--- config.mk ---
export PLATFORM = sky130hd
export DESIGN_NAME = alu_sched
export DESIGN_NICKNAME = d
export VERILOG_FILES = /design/src/rtl/alu_sched.sv
export SDC_FILE = /design/constraint.sdc
export NUM_CORES = 1
export LEC_CHECK = 0
export CELL_PAD_IN_SITES_DETAIL_PLACEMENT = 0
export CELL_PAD_IN_SITES_GLOBAL_PLACEMENT = 1
export CORE_MARGIN = 2
export CORE_UTILIZATION = 30
export CTS_BUF_LIST = sky130_fd_sc_hd__clkbuf_16
export DETAILED_ROUTE_END_ITERATION = 10
export GPL_TIMING_DRIVEN = 0
export HOLD_SLACK_MARGIN = 0.15
export PLACE_DENSITY_LB_ADDON = 0.1
export SYNTH_ARGS = -nofsm -noshare
export SYNTH_HDL_FRONTEND = slang
export SYNTH_SLANG_ARGS = --single-unit
export TNS_END_PERCENT = 30
--- constraint.sdc ---
create_clock -name clk -period 25.8 [get_ports clk]
set_input_delay 5.16 -clock clk [delete_from_list [all_inputs] [get_ports clk]]
set_output_delay 5.16 -clock clk [all_outputs]
set_load 0.005 [all_outputs]
--- src/rtl/alu_sched.sv ---
// Shared-ALU scheduler: two valid/ready requesters arbitrated round-robin onto
// one registered ALU, with a single tagged response channel.

module alu #(
    parameter int N = 8
) (
    input  logic [N-1:0] a,
    input  logic [N-1:0] b,
    input  logic [3:0]   op,
    input  logic         sgn,
    output logic [N-1:0] y
);
    logic signed [N:0] ext_a;
    logic signed [N:0] ext_b;
    logic signed [N:0] quot;

    // One extra bit makes a single signed divider serve both signednesses,
    // and keeps the most-negative / -1 case from overflowing.
    always_comb begin
        ext_a = {sgn & a[N-1], a};
        ext_b = {sgn & b[N-1], b};
        quot  = '0;
        if (b != '0) begin
            quot = ext_a / ext_b;
        end
    end

    always_comb begin
        y = '0;
        case (op)
            4'b0000: y = a + b;
            4'b0001: y = a - b;
            4'b0010: y = a * b;
            4'b0011: y = quot[N-1:0];
            4'b0100: y = a & b;
            4'b0101: y = a | b;
            4'b0110: y = ~a;
            4'b0111: y = a << b;
            4'b1000: y = a >> b;
            default: y = '0;
        endcase
    end
endmodule

module alu_sched #(
    parameter int N = 8
) (
    input  logic         clk,
    input  logic         rst_n,
    input  logic         req_valid0,
    input  logic         req_valid1,
    output logic         req_ready0,
    output logic         req_ready1,
    input  logic [N-1:0] req_a0,
    input  logic [N-1:0] req_b0,
    input  logic [N-1:0] req_a1,
    input  logic [N-1:0] req_b1,
    input  logic [3:0]   req_op0,
    input  logic [3:0]   req_op1,
    input  logic         req_signed0,
    input  logic         req_signed1,
    output logic         resp_valid,
    input  logic         resp_ready,
    output logic         resp_id,
    output logic [N-1:0] resp_result,
    output logic         resp_err,
    output logic         busy,
    output logic [1:0]   dbg_state
);
    typedef enum logic [1:0] {
        IDLE = 2'd0,
        EXEC = 2'd1,
        RESP = 2'd2
    } state_t;

    state_t       state_q, state_d;
    logic         last_grant_q, last_grant_d;
    logic [N-1:0] a_q, a_d;
    logic [N-1:0] b_q, b_d;
    logic [3:0]   op_q, op_d;
    logic         sgn_q, sgn_d;
    logic         id_q, id_d;
    logic [N-1:0] result_q, result_d;
    logic         rid_q, rid_d;
    logic         err_q, err_d;

    logic         gnt0, gnt1;
    logic         exec_err;
    logic [N-1:0] alu_y;

    // A transfer happens on a rising edge where valid and ready are both high;
    // ready never waits on anything but the requesters' own valids.
    always_comb begin
        gnt0 = req_valid0 & (~req_valid1 | last_grant_q);
        gnt1 = req_valid1 & (~req_valid0 | ~last_grant_q);
    end

    assign exec_err = ((op_q == 4'b0011) && (b_q == '0)) || (op_q > 4'b1000);

    alu #(.N(N)) u_alu (
        .a   (a_q),
        .b   (b_q),
        .op  (op_q),
        .sgn (sgn_q),
        .y   (alu_y)
    );

    always_comb begin
        state_d      = state_q;
        last_grant_d = last_grant_q;
        a_d          = a_q;
        b_d          = b_q;
        op_d         = op_q;
        sgn_d        = sgn_q;
        id_d         = id_q;
        result_d     = result_q;
        rid_d        = rid_q;
        err_d        = err_q;
        req_ready0   = 1'b0;
        req_ready1   = 1'b0;
        case (state_q)
            IDLE: begin
                // Gated by reset so ready reads 0 while reset is held.
                req_ready0 = gnt0 & rst_n;
                req_ready1 = gnt1 & rst_n;
                if (gnt0 || gnt1) begin
                    a_d          = gnt0 ? req_a0 : req_a1;
                    b_d          = gnt0 ? req_b0 : req_b1;
                    op_d         = gnt0 ? req_op0 : req_op1;
                    sgn_d        = gnt0 ? req_signed0 : req_signed1;
                    id_d         = gnt1;
                    last_grant_d = gnt1;
                    state_d      = EXEC;
                end
            end
            EXEC: begin
                result_d = exec_err ? '0 : alu_y;
                rid_d    = id_q;
                err_d    = exec_err;
                state_d  = RESP;
            end
            RESP: begin
                if (resp_ready) begin
                    state_d = IDLE;
                end
            end
            default: state_d = IDLE;
        endcase
    end

    always_ff @(posedge clk or negedge rst_n) begin
        if (!rst_n) begin
            state_q      <= IDLE;
            last_grant_q <= 1'b1;
            a_q          <= '0;
            b_q          <= '0;
            op_q         <= '0;
            sgn_q        <= 1'b0;
            id_q         <= 1'b0;
            result_q     <= '0;
            rid_q        <= 1'b0;
            err_q        <= 1'b0;
        end else begin
            state_q      <= state_d;
            last_grant_q <= last_grant_d;
            a_q          <= a_d;
            b_q          <= b_d;
            op_q         <= op_d;
            sgn_q        <= sgn_d;
            id_q         <= id_d;
            result_q     <= result_d;
            rid_q        <= rid_d;
            err_q        <= err_d;
        end
    end

    assign resp_valid  = (state_q == RESP);
    assign resp_result = result_q;
    assign resp_id     = rid_q;
    assign resp_err    = err_q;
    assign busy        = (state_q != IDLE);
    assign dbg_state   = state_q;
endmodule

==> results.txt <==
For this configuration, the core starts out at a cell density of 30.8%. The final hold violation count was 0. After synthesis, flip-flops and latches occupy 13.5% of the total area.

The startpoint of the lowest-slack register-to-register path is b_q[0]. The mean instance size in the synthesized netlist came out at 7.73 um2. The floorplan step defined a die boundary enclosing 22900 um2. The biggest area contributor in the post-synthesis netlist is sky130_fd_sc_hd__ha_1. The post-synthesis instance area came out at 6510 um2.

In this run, synthesis inferred 0 flip-flops with an integrated enable. The critical path arrival came out at 17.39 ns. On the worst path, the slowest cell contributes a delay of 0.94 ns.

The overall fraction of global-route tracks in use came out at 21.3%. The first global-routing pass estimated 37.2 mm of wire. The max-capacitance violation count is 0.

The height of the die is 151 um. STA classifies the critical path endpoint as a flip-flop. The iteration count of the initial detailed-routing pass came out at 5.

The worst setup path is of the reg -> reg kind. For this run, design rule violations remaining after detail routing come to 0. The clock net in this run drives a total of 35 sinks. At the end of the flow, the number of nets in the layout was 1045. The number of buffers inserted during clock tree synthesis came out at 5. The number of cells after detailed placement is 1180. The net count after synthesis came out at 976. The total grt overflow is 0. After synthesis, the cell types taking the most area are sky130_fd_sc_hd__ha_1, sky130_fd_sc_hd__dfrtp_1, sky130_fd_sc_hd__mux2i_1, sky130_fd_sc_hd__nor2_1, sky130_fd_sc_hd__a21oi_1. The wire length after detailed routing is 23.8 mm. The flow ran to the end, and the final reports show no timing, DRC or antenna violations.

TritonCTS built the clock tree. The post-layout minimum cycle time is 17.25 ns. The post-synthesis register bit count came out at 35. Setup repair after global routing left no endpoint under its margin.

The worst hold path belongs to the class reg -> reg. The final-report setup violation count is 0. For this run, the leading register cell type out of synthesis is sky130_fd_sc_hd__dfrtp_1.

The sum of net half-perimeters after detailed placement is 18.9 mm. The worst-case clock skew is 0.00943 ns. STA classifies the critical path startpoint as a flip-flop.

The final max-slew violation count came out at 0. During synthesis, Yosys emitted a total of 0 warnings. The fraction of synthesized cell area taken by the top area cell type came out at 14.0%. The detailed router finished its first iteration with 455 violations.

After clock tree synthesis, the clock-pin slew on the worst setup and hold paths is 0.06 ns. The clock latency of the later-clocked register in the worst-skew pair came out at 0.29 ns. The count of input and output buffers is 62. The final period utilization came out at 66.9%.

The final standard cell count with taps included and fillers excluded is 1188. The count of nets left with antenna violations once routing finished came out at 0. In this run the horizontal extent of the chip is 151 um. The synthesized netlist contains 84 unique library cells. The post-cts repair resize count is 0. At the end of the flow the core is filled with cells to 36.1%.

The count of standard-cell rows came out at 53. Leaving out fill and tap cells, the most frequent cells in the layout are sky130_fd_sc_hd__nor2_1, sky130_fd_sc_hd__nand2_1, sky130_fd_sc_hd__ha_1. The count of vias placed by the detailed router came out at 6469. The share of final-layout standard cells stronger than drive strength 1 came out at 4.38%. The via count of the first global-routing pass came out at 6318.

The final weighted congestion in routability-driven placement is 0.899. Of all nets on the critical path, the largest fanout is 19. At the pin with the least slew margin, the transition time is 1.28 ns. For this run, asynchronously set or reset flops after synthesis account for 100%.

The most common cell after layout, fill and taps aside is sky130_fd_sc_hd__nor2_1. The maximum number of pins on one net before global-route repair came out at 37. The area occupied by multi-input gates is 5270 um2.

The number of fillers in the final layout came out at 2311. The cell seen most often among critical-path stages is sky130_fd_sc_hd__ha_1. The data required time at the worst endpoint came out at 25.94 ns. Relative to the synthesized area, the layout overhead comes to 17.3%. The most critical setup path has its startpoint at b_q[0]. The count of pins on the block boundary came out at 63. The number of buffers inserted to repair setup after CTS is 0.

The cts-stage hold buffer count is 0. The initial antenna violation count is 0. CTS built an H-tree with a depth of 2. Synthesis produced 843 cells. The total core area came out at 21200 um2. The mean number of vias per cell is 5.45. The number of antenna cells inserted came out at 0. The area occupied by registers is 877 um2.

The aggregate negative setup slack came out at 0 ns. The tightest hold margin came out at 0.473 ns. The routed length per instance came out at 20.1 um. In this run the tightest slew margin relative to its limit is 14.6%.

The highest attainable clock frequency came out at 58.0 MHz. The maximum root-to-sink buffer count is 2. The root buffer cell chosen for the clock tree is sky130_fd_sc_hd__clkbuf_16. The slowest stage of the critical path is the sky130_fd_sc_hd__a221oi_2 cell.

The startpoint of the lowest-slack hold path is resp_id.
sequential cells by signal, summed over array words and instances (netlist names):
register	cells
dbg_state	2
id_q	1
b_q	8
resp_err	1
a_q	8
sgn_q	1
resp_result	8
op_q	4
last_grant_q	1
resp_id	1
final cells by class:
| class | count | area share (%) |
|---|---|---|
| well taps | 275 | 4.50 |
| plain buffers | 44 | 2.42 |
| clock buffers | 5 | 1.64 |
| clock inverters | 3 | 0.573 |
| inverters | 49 | 2.41 |
| multi-input cells | 715 | 68.9 |
| repair buffers | 62 | 8.06 |
| flip-flops and latches | 35 | 11.5 |
routing by layer:
layer	vias up	part of all wire [%]	track usage (%)	wire length, um
li1	3187	-	-	-
met4	0	2.3	4.67	538
met5	-	0	0	0
met3	32	4.7	1.87	1120
met1	3039	47	29.9	11300
met2	211	46	35.5	10900
cell usage after synthesis (17+ instances only):
cell and instances:
sky130_fd_sc_hd__nor2_1 100, sky130_fd_sc_hd__nand2_1 74, sky130_fd_sc_hd__ha_1 73, sky130_fd_sc_hd__a21oi_1 65
sky130_fd_sc_hd__inv_1 46, sky130_fd_sc_hd__mux2i_1 38, sky130_fd_sc_hd__xnor2_1 36, sky130_fd_sc_hd__clkbuf_1 35
sky130_fd_sc_hd__dfrtp_1 34, sky130_fd_sc_hd__o21ai_0 30, sky130_fd_sc_hd__and2_1 20, sky130_fd_sc_hd__nor3_1 20
sky130_fd_sc_hd__xor2_1 17
worst max-delay path, delay by kind of cell, from the launching register on:
kind / cells / cell delay, ns
mux: 1 / 0.23
fa+ha+maj: 9 / 2.85
buf+inv: 7 / 1.57
flops: 1 / 0.49
compound gates: 23 / 7.66
simple gates: 21 / 4.25
through the flow:
stage	worst slack, ns	cell area, um2
after floorplan	12.47	6510
after global routing	7.30	7640
after detailed placement	8.61	7470
after CTS	8.57	7640
final	8.55	7640
after global placement	8.46	7480
cell families (layout without fill, tap and decap cells):
family	Yosys count	in the layout	synth area share [%]
buf+inv	93	163	5.67
flops	35	35	13.5
compound gates	222	222	23.5
fa+ha+maj	89	89	18.5
xor+xnor	55	55	7.82
other cells	2	2	0.115
mux	49	49	8.61
simple gates	298	298	22.3
final timing paths:
path / end / slack, ns / cells after the start
max: resp_result[1] / 8.55 / 61
min: resp_id / 0.47 / 2
max reg2reg: resp_result[1] / 8.55 / 61
min reg2reg: resp_id / 0.47 / 2
max in group asynchronous: a_q[4] / 20.31 / 1
min in group asynchronous: dbg_state[0] / 4.97 / 1
Power is not shown: default switching activity piles up to over one toggle a cycle in this logic, so the estimate is an artifact.
==> patch (same settings) <==
Put one more register stage on the output `resp_err`, without a reset. The value now appears one clock later. The other outputs are not delayed to match.
--- a/src/rtl/alu_sched.sv
+++ b/src/rtl/alu_sched.sv
@@ -177,7 +177,9 @@
     assign resp_valid  = (state_q == RESP);
     assign resp_result = result_q;
     assign resp_id     = rid_q;
-    assign resp_err    = err_q;
+    always_ff @(posedge clk) begin
+        resp_err <= err_q;
+    end
     assign busy        = (state_q != IDLE);
     assign dbg_state   = state_q;
 endmodule
Behaviour: not the same (a bounded check fails within 4 cycles, from zero or initial values and one cycle with rst_n low).
==> patch against the unedited design <==
Worst hold slack worse by 96 ps; area after synthesis is 0.31% higher; worst setup slack better by 200 ps; sequential cell count is 1 higher; wire length hardly changed; design area is 0.25% higher; highest routed layer unchanged; first-iteration DRC count is 16% lower; sequential share of layout area is 0.23 points higher.
Power is left out: the tool's default activity adds up to more than one toggle a clock period on the data nets, which glitch-free logic cannot reach.
==> patch: results <==
[run_status]
outcome = completed

[setup_path]
arrival_ps = 17200
cp_max_fo = 19
reg2reg_depth = 61
critPathMaxStageDelay_ps = 870

[logic_synthesis]
ys_async_sr_fraction_pct = 97.2
synth_nets = 977
ys_seq_area_share_pct = 13.7
avgSynthCellArea_um2 = 7.74
ys_types = 85
yosys-top-cells-area = ha_1 (14%), dfrtp_1 (13%), mux2i_1 (5.8%)

[sta]
tightest_slew_ps = 1240
skew_ps = 5.59

[global_route]
grtUsageTotal_pct = 21.2
first_global_vias = 6319
grt_pass1_wl_um = 37000

[min_path]
hold_path_depth = 0
hold_class = flop to flop

[placed_design]
placedCellCount = 1181
place_hpwl_um = 19000
gp_congestion = 0.920

[routing]
dr_total_vias = 6515
detail_route.vias_per_cell = 5.48
met2_length_um = 10600
first_pass_iters = 7
drtIter0Drc = 382
post_drt_wl_per_cell_um = 20.0
wl_met3_um = 1070
wl_met1_um = 11500

[cts]
clk_latency_ps = 280
clock_path_buffers = 2
cts.clk_slew.worst_paths_ps = 60

[final_layout]
drive_gt1_share_pct = 4.38
n_fill_cell = 2322
final_nets = 1046
[patch: cell types whose count changed after synthesis]
cell | before | now
dfxtp_1 | 0 | 1
[patch: metal layers]
metal  GRT usage (%)  vias to the layer above
met5               0                        -
met4            6.62                        0
met3            2.19                       42
met2            34.3                      192
met1            29.8                     3082
li1                -                     3199
[patch: layout make-up]
class	instances	area share, %
multi-input combinational	715	68.8
timing repair buffer	62	8.04
tap	275	4.49
buffer	44	2.42
sequential	36	11.7
clock inverter	3	0.555
inverter	49	2.40
clock buffer	5	1.63
[patch: worst max-delay path, delay by kind of cell, from the launching register on]
| kind | cells | cell delay, ps |
|---|---|---|
| adders and majority gates | 9 | 2770 |
| and+or+nand+nor | 21 | 4070 |
| DFF | 1 | 520 |
| buffers and inverters | 7 | 1570 |
| AOI/OAI and AO/OA | 23 | 7700 |
| muxes | 1 | 240 |
[patch: kinds of logic (layout without fill, tap and decap cells)]
family                   Yosys count  in the layout  synth area share, %
XOR/XNOR                          55             55                 7.79
AO/OA/AOI/OAI                    222            222                 23.4
multiplexers                      49             49                 8.58
flip-flops                        36             36                 13.7
other                              2              2                0.115
AND/OR/NAND/NOR                  298            298                 22.3
adder cells (fa/ha/maj)           89             89                 18.4
buffers and inverters             93            163                 5.65
[patch: metrics by stage]
step / util, % / area, um^2 / hold WS (ps) / worst slack [ps]
detailed placement: 35.3 / 7490 / 365 / 8690
global route: 36.1 / 7660 / 387 / 7320
floorplan: - / 6530 / 348 / 12470
global placement: 35.3 / 7500 / 368 / 8500
CTS: 36.1 / 7660 / 379 / 8630
finish: 36.1 / 7660 / 377 / 8750
[patch: path summary, 6_finish.rpt]
| path | from | end | slack, ps |
|---|---|---|---|
| setup / recovery | b_q[0] | resp_result[1] | 8750 |
| hold / removal | err_q | resp_err | 380 |
| setup reg to reg | b_q[0] | resp_result[1] | 8750 |
| hold reg to reg | err_q | resp_err | 380 |
| max in group asynchronous | rst_n | a_q[2] | 20310 |
| min in group asynchronous | rst_n | dbg_state[0] | 4960 |
